==> src/rtl/ring_freq_meter_pkg.sv <==
// Shared types, default parameters and the saturating-increment helper
// for the ring-oscillator frequency meter.
package ring_freq_meter_pkg;

   typedef enum logic {
      ST_IDLE = 1'b0,
      ST_GATE = 1'b1
   } state_e;

   localparam int DEF_CHANNELS    = 4;
   localparam int DEF_CNT_W       = 16;
   localparam int DEF_GATE_W      = 16;
   localparam int DEF_SYNC_STAGES = 2;

   // Widest counter the helper can serve; callers zero-extend into it.
   localparam int SAT_MAX_W = 32;

   function automatic logic [SAT_MAX_W-1:0] sat_inc(
      input logic [SAT_MAX_W-1:0] cur,
      input logic                 inc,
      input int unsigned          width
   );
      logic [SAT_MAX_W-1:0] max_v;
      max_v = {SAT_MAX_W{1'b1}} >> (SAT_MAX_W - width);
      if (inc && (cur != max_v)) begin
         return cur + SAT_MAX_W'(1);
      end
      return cur;
   endfunction

endpackage

==> src/rtl/ring_freq_meter_edge_sync.sv <==
// One ring input: multi-flop synchroniser followed by a rising-edge
// detector producing a single-cycle pulse per low-to-high transition.
module ring_edge_sync
   import ring_freq_meter_pkg::*;
#(
   parameter int SYNC_STAGES = DEF_SYNC_STAGES
) (
   input  logic clk,
   input  logic rst,
   input  logic d,
   output logic edge_pulse
);

   logic [SYNC_STAGES-1:0] sync_q, sync_d;
   logic                   prev_q, prev_d;

   always_comb begin
      sync_d = {sync_q[SYNC_STAGES-2:0], d};
      prev_d = sync_q[SYNC_STAGES-1];
   end

   always_ff @(posedge clk) begin
      if (rst) begin
         sync_q <= '0;
         prev_q <= 1'b0;
      end else begin
         sync_q <= sync_d;
         prev_q <= prev_d;
      end
   end

   assign edge_pulse = sync_q[SYNC_STAGES-1] & ~prev_q;

endmodule

==> src/rtl/ring_freq_meter.sv <==
// Gated multi-channel edge counter: counts ring-input rising edges over a
// programmable window of clk cycles and latches per-channel totals.
//
//   state   | meaning
//   --------+-----------------------------------------------------------
//   ST_IDLE | no window open; counters held at 0, edges discarded
//   ST_GATE | window open; gate timer counts down, edges accumulated
module ring_freq_meter
   import ring_freq_meter_pkg::*;
#(
   parameter int CHANNELS    = DEF_CHANNELS,
   parameter int CNT_W       = DEF_CNT_W,
   parameter int GATE_W      = DEF_GATE_W,
   parameter int SYNC_STAGES = DEF_SYNC_STAGES
) (
   input  logic                      clk,
   input  logic                      rst,
   input  logic [CHANNELS-1:0]       ring_in,
   input  logic [GATE_W-1:0]         gate_len,
   input  logic                      start,
   input  logic                      continuous,
   output logic [CHANNELS*CNT_W-1:0] value_out,
   output logic [CHANNELS-1:0]       overflow,
   output logic                      valid,
   output logic                      busy
);

   state_e                         state_q, state_d;
   logic [GATE_W-1:0]              gate_rem_q, gate_rem_d, gate_load;
   logic [CHANNELS-1:0][CNT_W-1:0] cnt_q, cnt_d, cnt_inc;
   logic [CHANNELS-1:0][CNT_W-1:0] value_q, value_d;
   logic [CHANNELS-1:0]            ovf_q, ovf_d, ovfl_q, ovfl_d;
   logic [CHANNELS-1:0]            sat_hit, edge_w;
   logic                           valid_q, valid_d;

   for (genvar g = 0; g < CHANNELS; g++) begin : g_sync
      ring_edge_sync #(
         .SYNC_STAGES (SYNC_STAGES)
      ) u_sync (
         .clk        (clk),
         .rst        (rst),
         .d          (ring_in[g]),
         .edge_pulse (edge_w[g])
      );
   end

   // Gate timer runs down from len-1; a zero length still opens one cycle.
   assign gate_load = (gate_len == '0) ? '0 : gate_len - GATE_W'(1);

   always_comb begin
      cnt_inc = '0;
      sat_hit = '0;
      for (int i = 0; i < CHANNELS; i++) begin
         cnt_inc[i] = CNT_W'(sat_inc(SAT_MAX_W'(cnt_q[i]), edge_w[i], CNT_W));
         sat_hit[i] = edge_w[i] && (cnt_q[i] == {CNT_W{1'b1}});
      end
   end

   always_comb begin
      state_d    = state_q;
      gate_rem_d = gate_rem_q;
      cnt_d      = cnt_q;
      ovf_d      = ovf_q;
      value_d    = value_q;
      ovfl_d     = ovfl_q;
      valid_d    = 1'b0;
      case (state_q)
         ST_IDLE: begin
            cnt_d = '0;
            ovf_d = '0;
            if (start) begin
               gate_rem_d = gate_load;
               state_d    = ST_GATE;
            end
         end
         ST_GATE: begin
            if (gate_rem_q == '0) begin
               // Closing cycle: this cycle's edges belong to the closing window.
               value_d = cnt_inc;
               ovfl_d  = ovf_q | sat_hit;
               cnt_d   = '0;
               ovf_d   = '0;
               valid_d = 1'b1;
               if (continuous) begin
                  gate_rem_d = gate_load;
               end else begin
                  state_d = ST_IDLE;
               end
            end else begin
               cnt_d      = cnt_inc;
               ovf_d      = ovf_q | sat_hit;
               gate_rem_d = gate_rem_q - GATE_W'(1);
            end
         end
         default: state_d = ST_IDLE;
      endcase
   end

   always_ff @(posedge clk) begin
      if (rst) begin
         state_q    <= ST_IDLE;
         gate_rem_q <= '0;
         cnt_q      <= '0;
         ovf_q      <= '0;
         value_q    <= '0;
         ovfl_q     <= '0;
         valid_q    <= 1'b0;
      end else begin
         state_q    <= state_d;
         gate_rem_q <= gate_rem_d;
         cnt_q      <= cnt_d;
         ovf_q      <= ovf_d;
         value_q    <= value_d;
         ovfl_q     <= ovfl_d;
         valid_q    <= valid_d;
      end
   end

   assign value_out = value_q;
   assign overflow  = ovfl_q;
   assign valid     = valid_q;
   assign busy      = (state_q == ST_GATE);

endmodule

==> config.mk <==
export PLATFORM = sky130hd
export DESIGN_NAME = ring_freq_meter
export DESIGN_NICKNAME = d
export VERILOG_FILES = /design/src/rtl/ring_freq_meter_pkg.sv /design/src/rtl/ring_freq_meter_edge_sync.sv /design/src/rtl/ring_freq_meter.sv
export SDC_FILE = /design/constraint.sdc
export NUM_CORES = 1
export LEC_CHECK = 0
export ABC_AREA = 1
export CAP_MARGIN = 20
export CORE_MARGIN = 5
export CORE_UTILIZATION = 59
export CTS_BUF_LIST = sky130_fd_sc_hd__clkbuf_8
export DETAILED_ROUTE_END_ITERATION = 8
export PLACE_DENSITY = 0.83
export SKIP_CTS_REPAIR_TIMING = 1
export SLEW_MARGIN = 20
export SYNTH_ARGS = -nofsm -noshare
export SYNTH_HDL_FRONTEND = slang
export SYNTH_SLANG_ARGS = --single-unit
==> constraint.sdc <==
create_clock -name clk -period 2.25 [get_ports clk]
set_clock_uncertainty 0.05 [all_clocks]
set_input_delay 0.225 -clock clk [delete_from_list [all_inputs] [get_ports clk]]
set_output_delay 0.225 -clock clk [all_outputs]
set_load 0.1 [all_outputs]
## After elaboration in Yosys (flattened, before gate mapping)

Index checks and enable logic that the tools add are counted.

- Word-level logic and storage cells: 86
- Flip-flop bits (word level): 166
- Output and inout bits: 70
- Input port bits: 24

- Mux-type cells: 26
- Eq/ne operators: 10
- Reductions and logical operators: 13
- Bitwise logic cells: 10
- Add/subtract/negate cells: 6

Operators by type and width:

| kind | number |
|---|---|
| 16-bit two-way mux | 12 |
| 64-bit case mux with 2 select lines | 1 |
| 16-bit by 1-bit adder with 16-bit output, second input constant | 4 |
| 16-bit equality test, second input constant | 4 |
| 64-bit two-way mux | 1 |
| 16-bit != test, second input constant | 4 |
| 16-bit logical NOT | 2 |
| 16-bit case mux with 2 select lines | 1 |
| 16-bit by 1-bit subtractor with 16-bit output, second input constant | 2 |
| 1-bit logical AND | 8 |
| 1-bit two-way mux | 8 |
| 4-bit case mux with 2 select lines | 1 |
| 1-bit inverter | 5 |
| 1-bit bitwise AND | 4 |
| 4-bit two-way mux | 1 |
| 4-bit bitwise OR | 1 |
| 2-bit AND reduction | 2 |
| 3-bit != test, second input constant | 1 |
| 2-bit != test, second input constant | 1 |
| 1-bit case mux with 2 select lines | 1 |
| 2-bit OR reduction | 1 |

## Depth between registers and ports, before layout

- Word-level depth: 7
- Mapped depth: 12
- Gate-level depth less buffers: 12

## Cells and area by module

A second synthesis with hierarchy kept.

- Cell total of the unflattened synthesis: 1301
- Area total of the unflattened synthesis: 8775.9 µm²

Modules (own cells, without submodules):

| module | instances | seq. area each (µm²) | area each (µm²) | cells an instance |
|---|---|---|---|---|
| ring_freq_meter | 1 | 3083.0 | 8430.6 | 1261 |
| ring_edge_sync | 4 | 60.1 | 86.3 | 10 |

## Worst setup path before layout

OpenSTA, ideal clock, no wires.

- Path kind: register -> register
- Start: reg state_q (netlist: busy)
- End: reg gate_rem_q[7]
- Setup time: 115 ps
- Buffers on the path: 1
- Required time: 2085 ps
- Period minus slack after synthesis: 2256 ps
- Cell stages (with the launch flop): 9
- Path slack: -6 ps
- Arrival: 2092 ps
- Path through: dfxtp_1 -> inv_1 -> nor2_1 -> nand3_1 -> nand2_2 -> inv_2 -> buf_4 -> o21ai_1 -> nor2_1

- Longest elaborated chain between the ends: 3
- Elaborated cells between the ends (all ways): 5
- Those cells by class: eq/ne: 2; mux: 1; bitwise: 1; reduce/logical: 1

RTL lines:

| element | RTL line | source |
|---|---|---|
| from (decl) | ring_freq_meter.sv:28 | `state_e state_q, state_d;` |
| from (signal assigned) | ring_freq_meter.sv:109 | `state_q <= state_d;` |
| 1-bit inverter | -- |  |
| 2-bit != test (no source line) | -- |  |
| 2-bit AND reduction (no source line) | -- |  |
| to (signal assigned) | ring_freq_meter.sv:110 | `gate_rem_q <= gate_rem_d;` |
| to (decl) | ring_freq_meter.sv:29 | `logic [GATE_W-1:0] gate_rem_q, gate_rem_d, gate_load;` |

Parallel ways exist; a longest one is shown, timed or not.
A chain may end at the register's enable or synchronous reset.

## Worst setup path after layout

- Start: reg cnt_q[32] in the netlist's numbering
- End: reg value_q, in the netlist value_out[44]

- Longest elaborated chain between the ends: 4
- Elaborated cells between the ends (all ways): 6
- Those cells by class: add/sub: 1; eq/ne: 1; mux: 3; reduce/logical: 1

RTL lines:

| element | RTL line | source |
|---|---|---|
| from (decl) | ring_freq_meter.sv:30 | `logic [CHANNELS-1:0][CNT_W-1:0] cnt_q, cnt_d, cnt_inc;` |
| from (signal assigned) | ring_freq_meter.sv:111 | `cnt_q <= cnt_d;` |
| parallel branches: the longest is 3 deep, another holds 16-bit by 1-bit adder with 16-bit output | -- |  |
| 16-bit two-way mux * | ring_freq_meter_pkg.sv:28 | `return cur;` |
| to (signal assigned) | ring_freq_meter.sv:113 | `value_q <= value_d;` |
| to (decl) | ring_freq_meter.sv:31 | `logic [CHANNELS-1:0][CNT_W-1:0] value_q, value_d;` |

Mark *: on every way between the ends. The select of a mux whose other input is x is not followed.

==> impl_metrics.csv <==
group,metric,value,unit
run_status,status,"completed",
detailed_routing,drt_first_iter_violations,443,
detailed_routing,route.detailed.drc,0,
detailed_routing,dr_total_vias,8029,
power_and_ir_drop,p_leak,4.37,nW
grt,antenna_found_initial,0,
power_and_ir_drop,pwr-share-comb,14.1,%
timing,rsz0062_at_grt,"false",
die,die-area,17100,sq um
die,pin_count,94,
timing,hold_viol,0,
critical_path,setup.worst_path.end_class,"register",
logic_synthesis,synth_edf_count,0,
finish,syn_to_final_growth,15.0,%
power_and_ir_drop,total_power,5.86,mW
power_and_ir_drop,ir_drop,0.379,mV
place,place_hpwl,13700,microns
logic_synthesis,avgSynthCellArea,6.70,sq um
clock_network,clock_path_buffers,2,
logic_synthesis,ys.flop_type,"dfxtp_1",
logic_synthesis,synth_area,8600,sq um
die,die_y,131,microns
hold_path,min_path_type,"in -> reg",
die,coreArea,14400,sq um
timing,final.setup.tns,0,ps
finish,drive_above_1_share,10.3,%
place,io_buffers,93,
finish,final_area,9890,sq um
power_and_ir_drop,power.internal,4.19,mW
finish,final_nets,1402,
power_and_ir_drop,sequentialPowerShare,52.1,%
power_and_ir_drop,swShare,28.5,%
timing,relSlewSlack,60.6,%
finish,diodes,0,
detailed_routing,ant_nets,0,
timing,tightest_slew,591,ps
critical_path,start_kind,"register",
power_and_ir_drop,clkPwrFrac,33.8,%
die,row_count,44,
clock_network,tritoncts,"done",
timing,clock.fmax,506,MHz
logic_synthesis,async_reset_ff_share,0,%
detailed_routing,vias_per_cell,5.13,
timing,setup_viol,0,
power_and_ir_drop,switchingPower,1.67,mW
power_and_ir_drop,cellPowerDensity,593,nW/um^2
critical_path,cp.required,2570,ps
logic_synthesis,synth.distinct_cells,33,
grt,grt-ovfl-total,0,
die,start_util,59.6,%
clock_network,numCtsBuffers,17,
clock_network,clk_pin_slew_worst_paths,80,ps
logic_synthesis,yosys_register_bits,166,
clock_network,ctsHtreeMaxLevel,4,
critical_path,critPathMaxFanout,10,
grt,grt_usage,22.8,%
critical_path,setup.worst_path.class,"reg -> reg",
grt,grt_max_degree,79,
detailed_routing,drtPass1Iterations,5,
die,die_x,131,microns
grt,grt_pass1_vias,7424,
place,placed_cell_area,9530,sq um
place,place.gp.congestion,0.930,
timing,finalCritPeriodShare,87.8,%
detailed_routing,totalWireLength,18800,microns
logic_synthesis,syn-num-nets,1314,
clock_network,clk_latency,460,ps
grt,grt_pass1_wl,32300,microns
job,maxCapViolCount,0,
timing,fin_crit,1980,ps
detailed_routing,routedWlPerCell,12.0,microns
timing,drv_slew,0,
clock_network,numClockSinks,166,
logic_synthesis,postSynthCellCount,1283,
critical_path,worstPathArrival,2290,ps
logic_synthesis,ys_seq_area_share,38.6,%
clock_network,root_buffer,"clkbuf_8",
logic_synthesis,synth_warnings,0,
## final timing paths
kind / from / endpoint / slack, ps / cells past startpoint
max: cnt_q[32]$_SDFF_PP0_ / value_out[44]$_SDFFE_PP0P_ / 270 / 10
max reg2reg: cnt_q[32]$_SDFF_PP0_ / value_out[44]$_SDFFE_PP0P_ / 270 / 10
min: ring_in[3] / g_sync[3].u_sync.sync_q[0]$_SDFF_PP0_ / 250 / 3
min reg2reg: g_sync[2].u_sync.sync_q[0]$_SDFF_PP0_ / g_sync[2].u_sync.sync_q[1]$_SDFF_PP0_ / 350 / 2
## worst max-delay path, cell delays in order (launching register included)
cell and delay, ps:
dfxtp_1 420, ha_1 210, nand3_1 180, nor2_1 190, nand3_2 190, nand2_2 210
inv_2 120, nand2_1 110, nand3_1 90, nand2_1 80, inv_1 30
## metal layers
metal | vias to the layer above | share of wire (%) | track usage (%)
met5 | - | 0 | 0
met4 | 0 | 1.6 | 7.74
met3 | 27 | 4.5 | 4.19
met2 | 168 | 49 | 39.2
met1 | 3604 | 45 | 28.8
li1 | 4230 | - | -
## stage by stage
step | std cells | hold WS (ps) | utilization [%] | worst slack, ps
global placement | 1536 | 339 | 66.0 | 150
detailed placement | 1536 | 343 | 66.0 | 84.5
floorplan | 1283 | 282 | - | 412
global route | 1566 | 244 | 68.6 | 110
finish | 1566 | 246 | 68.6 | 274
CTS | 1566 | 225 | 68.5 | 45.5
## state kept, by name (all words and copies together) (netlist names)
register / cells
value_out: 64
gate_rem_q: 16
cnt_q: 64
g_sync.u_sync.sync_q: 8
overflow: 4
g_sync.u_sync.prev_q: 4
valid: 1
ovf_q: 4
busy: 1
## synth_stat cells, types with 3 or more instances
library cell / number / area share (%)
a21oi_1: 77 / 4.5
buf_2: 16 / 0.93
buf_4: 12 / 1.0
clkbuf_1: 10 / 0.44
dfxtp_1: 166 / 39
ha_1: 7 / 1.0
inv_1: 144 / 6.3
inv_2: 5 / 0.22
nand2_1: 386 / 17
nand2_2: 5 / 0.36
nand3_1: 121 / 7.0
nand3b_1: 6 / 0.52
nand4_1: 12 / 0.87
nor2_1: 147 / 6.4
nor2_2: 7 / 0.51
nor3_1: 7 / 0.41
o21a_1: 64 / 5.6
o21ai_0: 23 / 1.3
o21ai_1: 3 / 0.17
xnor2_1: 27 / 2.8
xor2_1: 20 / 2.0
## cells in the final DEF (no fill, tap or decap), types with 8 or more instances in the layout
| cell type | n |
|---|---|
| nand2_1 | 386 |
| dfxtp_1 | 165 |
| nor2_1 | 146 |
| inv_1 | 146 |
| nand3_1 | 121 |
| buf_4 | 82 |
| a21oi_1 | 77 |
| o21a_1 | 64 |
| xnor2_1 | 27 |
| o21ai_0 | 23 |
| clkdlybuf4s50_1 | 23 |
| xor2_1 | 20 |
| clkbuf_8 | 20 |
| nand4_1 | 12 |
| nor2_2 | 8 |
## final cells by class
| type | count | area (sq um) |
|---|---|---|
| Clock buffer | 20 | 275 |
| Clock inverter | 10 | 85.1 |
| Fill cell | 1323 | 4540 |
| Inverter | 149 | 559 |
| Multi-Input combinational cell | 928 | 4490 |
| Sequential cell | 166 | 3320 |
| Tap cell | 184 | 230 |
| Timing Repair Buffer | 109 | 926 |
## power by group through the flow
| stage | sequential (mW) | clock, mW | combinational, mW |
|---|---|---|---|
| finish | 3.06 | 1.98 | 0.828 |
| global route | 3.06 | 2.15 | 0.913 |
| CTS | 3.06 | 2.03 | 0.830 |
| detailed placement | 3.12 | 0 | 0.829 |
| global placement | 3.12 | 0 | 0.819 |
| floorplan | 3.32 | 0 | 0.427 |
## cells by family after synthesis
kind of cell | count (synthesis) | share of synthesized area, %
xor+xnor | 47 | 4.79
simple gates | 702 | 34.3
flops | 166 | 38.6
compound gates | 172 | 12.0
buf+inv | 189 | 9.18
fa+ha+maj | 7 | 1.02
Note: power is estimated with default switching activity, not from simulation.
